File: config.mk
export PLATFORM = sky130hd
export DESIGN_NAME = sync_evt_arb
export DESIGN_NICKNAME = d
export VERILOG_FILES = /design/src/rtl/sync_evt_arb.sv
export SDC_FILE = /design/constraint.sdc
export NUM_CORES = 1
export LEC_CHECK = 0
export CAP_MARGIN = 10
export CORE_AREA = 2 2 50 52
export DETAILED_ROUTE_END_ITERATION = 7
export DIE_AREA = 0 0 52 54
export GPL_ROUTABILITY_DRIVEN = 1
export GPL_TIMING_DRIVEN = 0
export PLACE_DENSITY = 0.71
export SKIP_CTS_REPAIR_TIMING = 1
export SYNTH_ARGS = -nofsm -noshare
export SYNTH_HDL_FRONTEND = slang
export SYNTH_SLANG_ARGS = --single-unit
File: constraint.sdc
create_clock -name main_clk_i -period 1.7 [get_ports main_clk_i]
set_clock_uncertainty 0.05 [all_clocks]
set_input_delay 0.255 -clock main_clk_i [delete_from_list [all_inputs] [get_ports main_clk_i]]
set_output_delay 0.255 -clock main_clk_i [all_outputs]
set_load 0.02 [all_outputs]
File: src/rtl/sync_evt_arb.sv
// sync_evt_arb: synchronizes async inputs, detects per-channel edges, latches pending events
// and offers them one at a time round-robin on a valid/ready port.
// Optional feature macro: SYNC_EVT_ARB_OVF_EN adds sticky per-channel overflow flags (ovf_o, ovf_clr_i).
module sync_evt_arb #(
    parameter int num_p       = 4,
    parameter int stages_p    = 2,
    parameter int idx_width_p = $clog2(num_p)
) (
    input  logic                   main_clk_i,
    input  logic                   main_rst_an_i,
    input  logic [num_p-1:0]       data_i,
    input  logic [2*num_p-1:0]     edge_i,
`ifdef SYNC_EVT_ARB_OVF_EN
    output logic [num_p-1:0]       ovf_o,
    input  logic                   ovf_clr_i,
`endif
    output logic                   evt_valid_o,
    input  logic                   evt_ready_i,
    output logic [idx_width_p-1:0] evt_idx_o,
    output logic [num_p-1:0]       pend_o
);
    typedef enum logic {IDLE, OFFER} state_t;
    state_t                         state_q;
    logic [stages_p-1:0][num_p-1:0] sync_q;
    logic [num_p-1:0]               prev_q, pend_q, pend_d, det, clr, sync_s;
    logic [2:0]                     wu_q;
    logic [idx_width_p-1:0]         idx_q, idx_d, rr_q, rr_nxt;
    logic                           valid_q, hs, wu_done;

    assign sync_s      = sync_q[stages_p-1];
    assign wu_done     = wu_q == 3'(stages_p + 1);
    assign hs          = valid_q & evt_ready_i;
    assign clr         = hs ? num_p'(1) << idx_q : '0;
    assign pend_d      = det | (pend_q & ~clr);
    assign rr_nxt      = (int'(idx_q) == num_p - 1) ? '0 : idx_q + 1'b1;
    assign evt_valid_o = valid_q;
    assign evt_idx_o   = idx_q;
    assign pend_o      = pend_q;

    // Edge detection per channel, masked until the history flops hold synchronized data
    always_comb begin
        det = '0;
        for (int n = 0; n < num_p; n++)
            det[n] = wu_done & ((edge_i[2*n +: 2] == 2'd1 & sync_s[n] & ~prev_q[n]) |
                                (edge_i[2*n +: 2] == 2'd2 & ~sync_s[n] & prev_q[n]));
    end

    // Round-robin pick: lowest pending at or above rr_q wins, otherwise lowest below it
    always_comb begin
        idx_d = '0;
        for (int n = num_p - 1; n >= 0; n--)
            if (pend_q[n] && n < int'(rr_q)) idx_d = idx_width_p'(n);
        for (int n = num_p - 1; n >= 0; n--)
            if (pend_q[n] && n >= int'(rr_q)) idx_d = idx_width_p'(n);
    end

    // Synchronizer chain, edge history, warm-up mask and pending flags
    always_ff @(posedge main_clk_i or negedge main_rst_an_i) begin
        if (!main_rst_an_i) begin
            sync_q <= '0;
            prev_q <= '0;
            wu_q   <= '0;
            pend_q <= '0;
        end else begin
            sync_q <= {sync_q[stages_p-2:0], data_i};
            prev_q <= sync_s;
            wu_q   <= wu_done ? wu_q : wu_q + 1'b1;
            pend_q <= pend_d;
        end
    end

    // Arbiter FSM: IDLE loads the next channel, OFFER holds it until the handshake
    always_ff @(posedge main_clk_i or negedge main_rst_an_i) begin
        if (!main_rst_an_i) begin
            state_q <= IDLE;
            valid_q <= 1'b0;
            idx_q   <= '0;
            rr_q    <= '0;
        end else if (state_q == IDLE) begin
            if (|pend_q) begin
                state_q <= OFFER;
                valid_q <= 1'b1;
                idx_q   <= idx_d;
            end
        end else if (evt_ready_i) begin
            state_q <= IDLE;
            valid_q <= 1'b0;
            rr_q    <= rr_nxt;
        end
    end

`ifdef SYNC_EVT_ARB_OVF_EN
    logic [num_p-1:0] ovf_q;
    assign ovf_o = ovf_q;

    // Sticky overflow: an edge on an already pending channel not being cleared this cycle
    always_ff @(posedge main_clk_i or negedge main_rst_an_i) begin
        if (!main_rst_an_i) ovf_q <= '0;
        else                ovf_q <= (ovf_clr_i ? '0 : ovf_q) | (det & pend_q & ~clr);
    end
`endif
endmodule

After elaboration in Yosys (flattened, before gate mapping)
Cells that the tools add are included.
{"block": "op_classes", "magnitude_cmp": 6, "n_mux": 15, "shifts": 1, "n_bitwise": 37, "n_reduce_logical": 11, "n_addsub": 2, "eq_ne": 11}
{"operator": "bitwise AND 1 bit", "count": 21}
{"operator": "two-way mux 2 bit", "count": 8}
{"operator": "== test 2 x 1 -> 1 bit, second input constant", "count": 5}
{"operator": "NOT 1 bit", "count": 9}
{"operator": "== test 2 bit, second input constant", "count": 4}
{"operator": "logical AND 1 bit", "count": 6}
{"operator": "two-way mux 1 bit", "count": 6}
{"operator": "AND reduction 2 bit", "count": 3}
{"operator": "bitwise AND 4 bit", "count": 1}
{"operator": ">= comparator 1 x 2 -> 1 bit, first input constant", "count": 2}
{"operator": "less-than comparator 1 x 2 -> 1 bit, first input constant", "count": 2}
{"operator": "two-way mux 4 bit", "count": 1}
{"operator": "NOT 4 bit", "count": 1}
{"operator": "OR 1 bit", "count": 4}
{"operator": "OR 4 bit", "count": 1}
{"operator": "OR reduction 4 bit", "count": 1}
{"operator": "left shift 1 x 2 -> 4 bit, first input constant", "count": 1}
{"operator": "adder 3 x 1 -> 3 bit, second input constant", "count": 1}
{"operator": "== test 3 x 2 -> 1 bit, second input constant", "count": 1}
{"operator": "adder 2 x 1 -> 2 bit, second input constant", "count": 1}
{"operator": ">= comparator 2 bit, first input constant", "count": 1}
{"operator": "less-than comparator 2 bit, first input constant", "count": 1}
{"operator": "!= test 2 bit, second input constant", "count": 1}
{"operator": "nonzero test 2 bit", "count": 1}
{"block": "word_totals", "out_inout_bits": 7, "wordCells": 92, "reg_bits": 25}

Longest topological paths before layout
Gate-level depths: netlist (run 1).
{"block": "logic_depth", "word_depth": 9, "depth_mapped": 5, "ltp_nobuf": 5}

Worst setup path before layout (run 1)
Ideal clock, no wire load.
{"block": "synth_timing", "path_type": "register -> register", "startpoint": "register pend_q[2], in the netlist pend_o[2]", "endpoint": "register idx_q[0], in the netlist evt_idx_o[0]", "arrival_ns": 1.326, "path_buffers": 0, "slack_ns": 0.197, "path_stages_with_launch": 5, "synth_period_minus_slack_ns": 1.503, "setup_ns": 0.128, "path_cell_list": "dfrtp_1 > or4_4 > nor2b_4 > o2111ai_1 > o21ai_1"}
{"block": "synth_via", "elab_chain_len": 4}
{"item": "from (decl)", "line_no": "25", "source": "logic [num_p-1:0] prev_q, pend_q, pend_d, det, clr, sync_s;"}
{"item": "from (signal assigned)", "line_no": "68", "source": "pend_q <= pend_d;"}
{"item": "logical AND 1 bit", "line_no": "54", "source": "if (pend_q[n] && n >= int'(rr_q)) idx_d = idx_width_p'(n);"}
{"item": "two-way mux 2 bit (3 in a row)", "line_no": "54"}
{"item": "to (signal assigned)", "line_no": "83", "source": "idx_q <= idx_d;"}
{"item": "to (decl)", "line_no": "27", "source": "logic [idx_width_p-1:0] idx_q, idx_d, rr_q, rr_nxt;"}
Parallel ways exist; a longest one is shown, timed or not.
A chain may end at the register's enable or synchronous reset.

Worst setup path after layout (run 1)
Ends and elaborated chain as after synthesis.

==> flow_metrics.tcl, run 1 <==
set metrics [dict create \
    run_status "finished clean" \
    avgRoutedWirePerCell_um 13.0 \
    highest_clock_rate_mhz 662 \
    antenna_found_initial 0 \
    arrival_ns 1.66 \
    cpMaxStageDelayCell "sky130_fd_sc_hd__or4_4" \
    floorplan.die.height_um 54 \
    powerDensity_nw_per_um2 1190 \
    p_leak_nw 0.638 \
    post_route_drc_violation_count 0 \
    x_dimension_of_the_die_um 52 \
    netlist_instances 82 \
    dp_hpwl_mm 1.36 \
    mux_share_of_post_synthesis_cell_area_pct 4.12 \
    globalRouteOverflowTotal 0 \
    sw_frac_of_total_pct 35.0 \
    share_clk_of_total_power_pct 15.8 \
    yosysTopAreaCell "sky130_fd_sc_hd__dfrtp_1" \
    xor_xnor_share_of_the_synthesized_area_pct 0.847 \
    ys.flop_type "sky130_fd_sc_hd__dfrtp_1" \
    tritoncts "done" \
    drive_gt1_share_pct 8.33 \
    numCtsBuffers 3 \
    slowest_delay_ns 0.55 \
    final.setup.worst_slack_ns 0.190 \
    final-hold-violation-count 0 \
    synth_compound_area_share_pct 7.26 \
    postPlaceCellArea_um2 1280 \
    maxCapViolations 0 \
    ctsHtreeMaxLevel 1 \
    clk_latency_ns 0.31 \
    num_antenna_cells 0 \
    finalWirelength_mm 1.80 \
    cts_num_sinks 25 \
    timing.final.crit_share_pct 88.8 \
    worst_ep_required_time_ns 1.85 \
    postSynth.asyncResetShare_pct 100 \
    area_of_the_placeable_core_um2 2320 \
    path_max_fanout 5 \
    seq_area_frac_synth_pct 60.5 \
    post-place-cells 133 \
    path_cells "or4_4 > nor2b_4 > o2111ai_1 > o21ai_1" \
    filler_cell_count 200 \
    rows 18 \
    gp_congestion 0.797 \
    synth.top_cells.by_area "sky130_fd_sc_hd__dfrtp_1 (61%), sky130_fd_sc_hd__nor4bb_1 (7.7%), sky130_fd_sc_hd__ha_1 (7.3%)" \
    synth_edf_count 0 \
    clockRootBuffer "sky130_fd_sc_hd__clkbuf_4" \
    yosys_register_bits 25 \
    timing_worst_setup_path_type "reg2reg" \
    final_antenna_net_count 0 \
    synth-adder-area-share_pct 7.26 \
    stdcell_area_um2 1350 \
    final_cell_count_without_fillers 138 \
    pin_count_of_the_biggest_net_entering_global_routing 26 \
    timing_max_transition_violations_final 0 \
    initial_utilization_pct 44.6 \
    post_synthesis_share_of_cell_area_spent_on_and_or_nand_and_nor_gates_pct 18.5 \
    timing.max_slew.rel_slack_pct 76.1 \
    synth_common_cells "sky130_fd_sc_hd__dfrtp_1 (25), sky130_fd_sc_hd__nand2_1 (12), sky130_fd_sc_hd__nor4bb_1 (8), sky130_fd_sc_hd__ha_1 (6), sky130_fd_sc_hd__nand3_1 (5)" \
    setup_viol 0 \
    cp-end-kind "register" \
    synth.net_count 103 \
    timing.hold.ws_ns 0.161 \
    sequential_power_share_pct 52.1 \
    power.total_w 0.00162 \
    placement.setup.worst_slack_ns 0.0736 \
    first_global_vias 693 \
    worst_slew_pin_tran_ns 0.357 \
    flow.area_growth_from_synthesis_pct 31.0 \
    io_pins 22 \
    cts.path.max_buffers 2 \
    via_count 727 \
    ys.warnings.count 0 \
    global_route_wire_length_before_repair_mm 3.11 \
    irDropWorstVdd_uv 666 \
    nets 130 \
    synth_most_common_cell "sky130_fd_sc_hd__dfrtp_1" \
    power.combinational.fraction_pct 32.1 \
    hold_class "in2async" \
    drt_iter0_drc 6 \
    route.detailed.vias_per_inst 5.27 \
    synth_top_family_by_area "simple AND/OR/NAND/NOR gates" \
    global_route.usage.total_pct 15.4 \
    rsz0062_at_grt "no" \
    post_synth.cell_area_avg_um2 12.6 \
    period_needed_ns 1.51 \
    drt-pass1-iter-count 4 \
    critPathLaunchType "register" \
    synth.lib_cells_used.distinct 21 \
    synth.cell_area_um2 1030 \
    internal_power_w 0.00105 \
    synth.top_cell.area_share_pct 60.5 \
    place.port_buffers 21 \
    netSwitchingPower_w 0.000566 \
    worst_setup_hold_path_clk_slew_ns 0.14 \
    design.die.area_um2 2810 \
]
## kinds of logic (layout without fill, tap and decap cells)
logic type,count (synthesis),count (layout)
fa+ha+maj,6,6
xor+xnor,1,1
simple gates,30,30
buf+inv,4,30
flops,25,25
mux,4,4
compound gates,12,12
## state kept, by name (all words and copies together) (netlist names), 2 cells and up
register,count
pend_o,4
prev_q,4
sync_q,4
sync_s,4
wu_q,3
evt_idx_o,2
rr_q,2
## stage by stage
stage	util [%]	setup TNS, ns
floorplan	-	0
global placement	55.2	0
detailed placement	55.2	0
CTS	56.4	-0.0684
global route	58.4	0
finish	58.4	0
## cells in the final DEF (no fill, tap or decap), types with 2 or more instances in the layout
cell type	count
sky130_fd_sc_hd__nand2b_1	2
sky130_fd_sc_hd__o21a_1	2
sky130_fd_sc_hd__nand3_1	5
sky130_fd_sc_hd__mux2i_1	2
sky130_fd_sc_hd__o21ai_0	4
sky130_fd_sc_hd__nand2_1	12
sky130_fd_sc_hd__inv_1	3
sky130_fd_sc_hd__ha_1	6
sky130_fd_sc_hd__nor4bb_1	8
sky130_fd_sc_hd__clkbuf_4	3
sky130_fd_sc_hd__dlymetal6s2s_1	7
sky130_fd_sc_hd__a21oi_1	2
sky130_fd_sc_hd__mux2_2	2
sky130_fd_sc_hd__dfrtp_1	25
sky130_fd_sc_hd__clkdlybuf4s50_1	14
## path summary, 6_finish.rpt
check	start	endpoint	slack, ns	depth (start not counted)
max in group asynchronous	main_rst_an_i	sync_s[3]	1.04	2
hold reg to reg	sync_q[3]	sync_s[3]	0.31	0
min in group main_clk_i	data_i[0]	sync_q[0]	0.31	1
setup / recovery	pend_o[2]	evt_idx_o[0]	0.19	4
hold / removal	main_rst_an_i	evt_idx_o[0]	0.16	1
setup reg to reg	pend_o[2]	evt_idx_o[0]	0.19	4
## routing by layer
layer,global-route usage [%],part of all wire (%),up-vias
met5,0,0,-
met4,8.77,2.1,0
met3,3.89,6.7,4
met2,24.3,49,25
met1,19.5,42,356
li1,-,-,342
## layout make-up
cell class / count / area [um^2] / area share, %
inverter: 3 / 11.3 / 0.832
multi-input combinational: 53 / 393 / 29.0
clock inverter: 1 / 5.00 / 0.370
clock buffer: 3 / 22.5 / 1.66
tap: 30 / 37.5 / 2.77
timing repair buffer: 22 / 255 / 18.9
sequential: 25 / 626 / 46.2
buffer: 1 / 3.75 / 0.277
## worst max-delay path: cells and delay by family (launching register included)
family	cells	cell delay [ns]
AO/OA/AOI/OAI	2	0.19
flip-flops	1	0.45
AND/OR/NAND/NOR	2	0.70
## power groups by stage
stage	Combinational, W	Clock [W]	Sequential (W)
2_1_floorplan	0.000211	0	0.000908
4_1_cts	0.000526	0.000263	0.000843
5_1_grt	0.000581	0.000291	0.000861
6_report	0.000519	0.000255	0.000843
3_3_place_gp	0.000507	0	0.000848
3_5_place_dp	0.000525	0	0.000856
(Power assumes the default switching activity.)
==> inputs of run 2 (changes only) <==
--- a/config.mk
+++ b/config.mk
@@ -12,6 +12,7 @@
 export GPL_ROUTABILITY_DRIVEN = 1
 export GPL_TIMING_DRIVEN = 0
 export PLACE_DENSITY = 0.71
+export REMOVE_ABC_BUFFERS = 1
 export SKIP_CTS_REPAIR_TIMING = 1
 export SYNTH_ARGS = -nofsm -noshare
 export SYNTH_HDL_FRONTEND = slang
==> run 2 against run 1 <==
  * Worst setup slack improved by 0.031 ns
  * Non-clock buffer count down 1
  * Register-to-register slack improved by 0.03 ns
  * Routed wire length shrank 4.9%
  * Combinational power shrank 2%
  * Critical path depth stayed put
  * Sequential share of layout area up 0.66 points
  * Global-route usage down 1.6 points
  * Cell count fell by 0.72%
  * Via count fell by 3.4%
  * Final area shrank 1.2%
  * Critical endpoint unchanged
==> flow_metrics.tcl, run 2 (synthesized netlist as in run 1, its figures left out) <==
set metrics [dict create \
    final_cell_count_without_fillers 137 \
    num_antenna_cells 0 \
    dp_hpwl_mm 1.26 \
    stdcell_area_um2 1340 \
    first_global_vias 714 \
    cts.path.max_buffers 2 \
    worst_slew_pin_tran_ns 0.606 \
    timing.max_slew.rel_slack_pct 59.5 \
    design.die.area_um2 2810 \
    post-place-cells 132 \
    avgRoutedWirePerCell_um 12.5 \
    x_dimension_of_the_die_um 52 \
    area_of_the_placeable_core_um2 2320 \
    worst_setup_hold_path_clk_slew_ns 0.13 \
    netSwitchingPower_w 0.000550 \
    power.combinational.fraction_pct 31.8 \
    rsz0062_at_grt "no" \
    antenna_found_initial 0 \
    sequential_power_share_pct 52.7 \
    slowest_delay_ns 0.55 \
    filler_cell_count 206 \
    initial_utilization_pct 44.6 \
    final_antenna_net_count 0 \
    run_status "finished clean" \
    critPathLaunchType "register" \
    arrival_ns 1.63 \
    setup_viol 0 \
    ctsHtreeMaxLevel 1 \
    path_max_fanout 5 \
    cts_num_sinks 25 \
    highest_clock_rate_mhz 676 \
    postPlaceCellArea_um2 1280 \
    worst_ep_required_time_ns 1.85 \
    maxCapViolations 0 \
    numCtsBuffers 3 \
    drt_iter0_drc 5 \
    irDropWorstVdd_uv 720 \
    route.detailed.vias_per_inst 5.12 \
    global_route.usage.total_pct 13.9 \
    cpMaxStageDelayCell "sky130_fd_sc_hd__or4_4" \
    period_needed_ns 1.48 \
    final-hold-violation-count 0 \
    timing.final.crit_share_pct 87.0 \
    finalWirelength_mm 1.71 \
    internal_power_w 0.00105 \
    layout_commonest_cell "sky130_fd_sc_hd__dfrtp_1" \
    hold_class "in2async" \
    rows 18 \
    globalRouteOverflowTotal 0 \
    timing_worst_setup_path_type "reg2reg" \
    p_leak_nw 0.629 \
    post_route_drc_violation_count 0 \
    share_clk_of_total_power_pct 15.5 \
    powerDensity_nw_per_um2 1200 \
    floorplan.die.height_um 54 \
    io_pins 22 \
    gp_congestion 0.769 \
    path_cells "or4_4 > nor2b_4 > o2111ai_1 > o21ai_1" \
    mostFrequentLayoutCells "sky130_fd_sc_hd__dfrtp_1 (24), sky130_fd_sc_hd__clkdlybuf4s50_1 (14), sky130_fd_sc_hd__nand2_1 (12), sky130_fd_sc_hd__nor4bb_1 (8), sky130_fd_sc_hd__dlymetal6s2s_1 (7)" \
    clk_latency_ns 0.30 \
    post-route-util_pct 57.7 \
    cp-end-kind "register" \
    pin_count_of_the_biggest_net_entering_global_routing 26 \
    global_route_wire_length_before_repair_mm 2.97 \
    drive_gt1_share_pct 8.41 \
    drt-pass1-iter-count 4 \
    sequential_cell_area_um2 627 \
    timing_max_transition_violations_final 0 \
    reg2regPathDepth 4 \
    place.port_buffers 21 \
    tritoncts "done" \
    flow.area_growth_from_synthesis_pct 29.4 \
    nets 129 \
    clockRootBuffer "sky130_fd_sc_hd__clkbuf_4" \
    multi_input_area_um2 393 \
    sw_frac_of_total_pct 34.3 \
    via_count 702 \
]
run 2: changes by cell type in the layout (fill, tap and decap cells not counted), sizes merged:
cell    change
clkinv      -1
run 2: metal layers:
layer | wire length, um | global-route usage (%) | share of wire (%)
met4 | 8 | 2.63 | 0.47
met5 | 0 | 0 | 0
met2 | 815 | 25.9 | 48
met3 | 94 | 1.67 | 5.5
met1 | 793 | 17.4 | 46
run 2: stage by stage:
step | setup WS, ns | hold slack [ns] | setup TNS, ns | power [W]
finish | 0.222 | 0.267 | 0 | 0.00160
global route | 0.154 | 0.282 | 0 | 0.00172
CTS | -0.0456 | 0.315 | -0.0807 | 0.00163
detailed placement | 0.0530 | 0.285 | 0 | 0.00138
global placement | 0.0634 | 0.282 | 0 | 0.00136
floorplan | 0.197 | -0.0906 | 0 | 0.00112
run 2: layout make-up:
| type | instances | area share (%) |
|---|---|---|
| inverter | 3 | 0.842 |
| multi-input combinational | 53 | 29.4 |
| timing repair buffer | 22 | 18.1 |
| clock buffer | 4 | 1.96 |
| sequential | 25 | 46.9 |
| tap | 30 | 2.81 |
run 2: worst paths after layout:
path                               start  slack [ns]      endpoint
min in group main_clk_i        sync_q[0]        0.31     sync_s[0]
hold reg to reg                sync_q[0]        0.31     sync_s[0]
setup reg to reg               pend_o[2]        0.22  evt_idx_o[0]
max in group asynchronous  main_rst_an_i        0.83     prev_q[2]
setup / recovery               pend_o[2]        0.22  evt_idx_o[0]
hold / removal             main_rst_an_i        0.27       rr_q[0]
run 2: critical path: cells and delay by family, from the launching register on:
kind               cells  cell delay, ns
and+or+nand+nor        2            0.70
AOI/OAI and AO/OA      2            0.19
DFF                    1            0.45
run 2: power groups by stage:
stage | logic, W | clock network, W | registers, W
3_3_place_gp | 0.000510 | 0 | 0.000847
2_1_floorplan | 0.000211 | 0 | 0.000908
6_report | 0.000509 | 0.000249 | 0.000845
3_5_place_dp | 0.000520 | 0 | 0.000857
4_1_cts | 0.000523 | 0.000261 | 0.000845
5_1_grt | 0.000566 | 0.000291 | 0.000865
==> inputs of run 3 (changes only) <==
--- a/config.mk
+++ b/config.mk
@@ -13,6 +13,7 @@
 export GPL_TIMING_DRIVEN = 0
 export PLACE_DENSITY = 0.71
 export REMOVE_ABC_BUFFERS = 1
+export SETUP_SLACK_MARGIN = 0.2
 export SKIP_CTS_REPAIR_TIMING = 1
 export SYNTH_ARGS = -nofsm -noshare
 export SYNTH_HDL_FRONTEND = slang
==> run 3 against run 2 <==
  * Power increased by 1.0%
  * Sequential cell count unchanged
  * Clock power about the same
  * Worst setup slack got worse by 0.12 ns
  * Via count increased by 0.71%
  * Final area increased by 0.47%
  * Die area unchanged
  * Cell count increased by 0.73%
  * Critical path depth decreased by 3
  * Sequential power decreased by 1%
  * Non-clock buffer count increased by 1
  * First-iteration DRC count decreased by 20%
==> flow_metrics.tcl, run 3 (synthesized netlist as in run 1, its figures left out) <==
set metrics [dict create \
    x_dimension_of_the_die_um 52 \
    rows 18 \
    dp_hpwl_mm 1.26 \
    final-hold-violation-count 0 \
    via_count 707 \
    mostFrequentLayoutCells "sky130_fd_sc_hd__dfrtp_1 (23), sky130_fd_sc_hd__clkdlybuf4s50_1 (15), sky130_fd_sc_hd__nand2_1 (12), sky130_fd_sc_hd__nor4bb_1 (8)" \
    place.port_buffers 21 \
    finalWirelength_mm 1.71 \
    clockRootBuffer "sky130_fd_sc_hd__clkbuf_4" \
    cp-end-kind "output pin" \
    final.setup.worst_slack_ns 0.105 \
    path_cells "clkdlybuf4s50_1" \
    critPathLaunchType "register" \
    post-place-cells 132 \
    maxCapViolations 0 \
    run_status "finished clean" \
    worst_setup_hold_path_clk_slew_ns 0.13 \
    cts.path.max_buffers 2 \
    antenna_found_initial 0 \
    cts_num_sinks 25 \
    final_antenna_net_count 0 \
    slowest_delay_ns 0.60 \
    design.die.area_um2 2810 \
    critPathBufInv 1 \
    global_route_wire_length_before_repair_mm 2.97 \
    setup_viol 0 \
    io_pins 22 \
    global_route.usage.total_pct 13.9 \
    drive_gt1_share_pct 10.2 \
    path_delay_family "buffers and inverters" \
    route.detailed.vias_per_inst 5.12 \
    tns_ns 0 \
    period_needed_ns 1.60 \
    globalRouteOverflowTotal 0 \
    pin_count_of_the_biggest_net_entering_global_routing 26 \
    stdcell_area_um2 1340 \
    layout_commonest_cell "sky130_fd_sc_hd__dfrtp_1" \
    ctsHtreeMaxLevel 1 \
    gp_congestion 0.769 \
    tritoncts "done" \
    p_leak_nw 0.630 \
    worst_slew_pin_tran_ns 0.607 \
    avgRoutedWirePerCell_um 12.4 \
    area_of_the_placeable_core_um2 2320 \
    worst_ep_required_time_ns 1.39 \
    timing_worst_setup_path_type "reg2out" \
    powerDensity_nw_per_um2 1200 \
    num_antenna_cells 0 \
    timing.max_slew.rel_slack_pct 59.4 \
    timing_max_transition_violations_final 0 \
    postPlaceCellArea_um2 1280 \
    final_cell_count_without_fillers 138 \
    post_route_drc_violation_count 0 \
    numCtsBuffers 3 \
    timing.final.crit_share_pct 93.8 \
    clk_latency_ns 0.30 \
    placement.setup.worst_slack_ns 0.0530 \
    timing.hold.ws_ns 0.267 \
    drt-pass1-iter-count 4 \
    arrival_ns 1.29 \
    cpMaxStageDelayCell "sky130_fd_sc_hd__clkdlybuf4s50_1" \
    highest_clock_rate_mhz 627 \
    flow.area_growth_from_synthesis_pct 30.0 \
    path_max_fanout 3 \
    nets 130 \
    floorplan.die.height_um 54 \
    hold_class "in2async" \
    initial_utilization_pct 44.6 \
    drt_iter0_drc 4 \
    irDropWorstVdd_uv 719 \
    filler_cell_count 207 \
    first_global_vias 714 \
    rsz0062_at_grt "yes" \
]
==> run 3: changes by cell type in the layout (fill, tap and decap cells not counted) <==
cell,delta
sky130_fd_sc_hd__buf_4,+1
sky130_fd_sc_hd__clkdlybuf4s50_1,+1
sky130_fd_sc_hd__dfrtp_1,-1
sky130_fd_sc_hd__dfrtp_2,+1
sky130_fd_sc_hd__dlymetal6s2s_1,-1
==> run 3: metal layers <==
layer,routed length [um],track usage (%),vias to the layer above
li1,-,-,344
met1,783,17.4,345
met2,827,25.9,16
met3,92,1.67,2
met4,8,2.63,0
met5,0,0,-
==> run 3: stage by stage <==
step,util [%],total power [W]
4_1_cts,56.2,0.00163
2_1_floorplan,-,0.00112
3_5_place_dp,55.1,0.00138
5_1_grt,57.9,0.00174
3_3_place_gp,55.1,0.00136
6_report,57.9,0.00162
==> run 3: power by group <==
part | switching [W] | internal (W)
logic | 0.000265 | 0.000272
clock network | 0.000157 | 0.0000912
registers | 0.000127 | 0.000706
==> run 3: layout make-up <==
class / instances / area, um^2 / area share [%]
flip-flops and latches: 25 / 628 / 46.7
multi-input cells: 53 / 393 / 29.2
repair buffers: 23 / 248 / 18.4
well taps: 30 / 37.5 / 2.79
clock buffers: 4 / 26.3 / 1.96
inverters: 3 / 11.3 / 0.838
==> run 3: path summary, 6_finish.rpt <==
path                       depth (start not counted)           end           from  slack [ns]
min reg2reg                                        0     sync_s[0]      sync_q[0]        0.31
min in group main_clk_i                            0     sync_s[0]      sync_q[0]        0.31
max in group asynchronous                          2     pend_o[1]  main_rst_an_i        0.83
max                                                1     pend_o[3]      pend_o[3]        0.10
min                                                1       rr_q[0]  main_rst_an_i        0.27
max reg2reg                                        5  evt_idx_o[0]      pend_o[3]        0.12
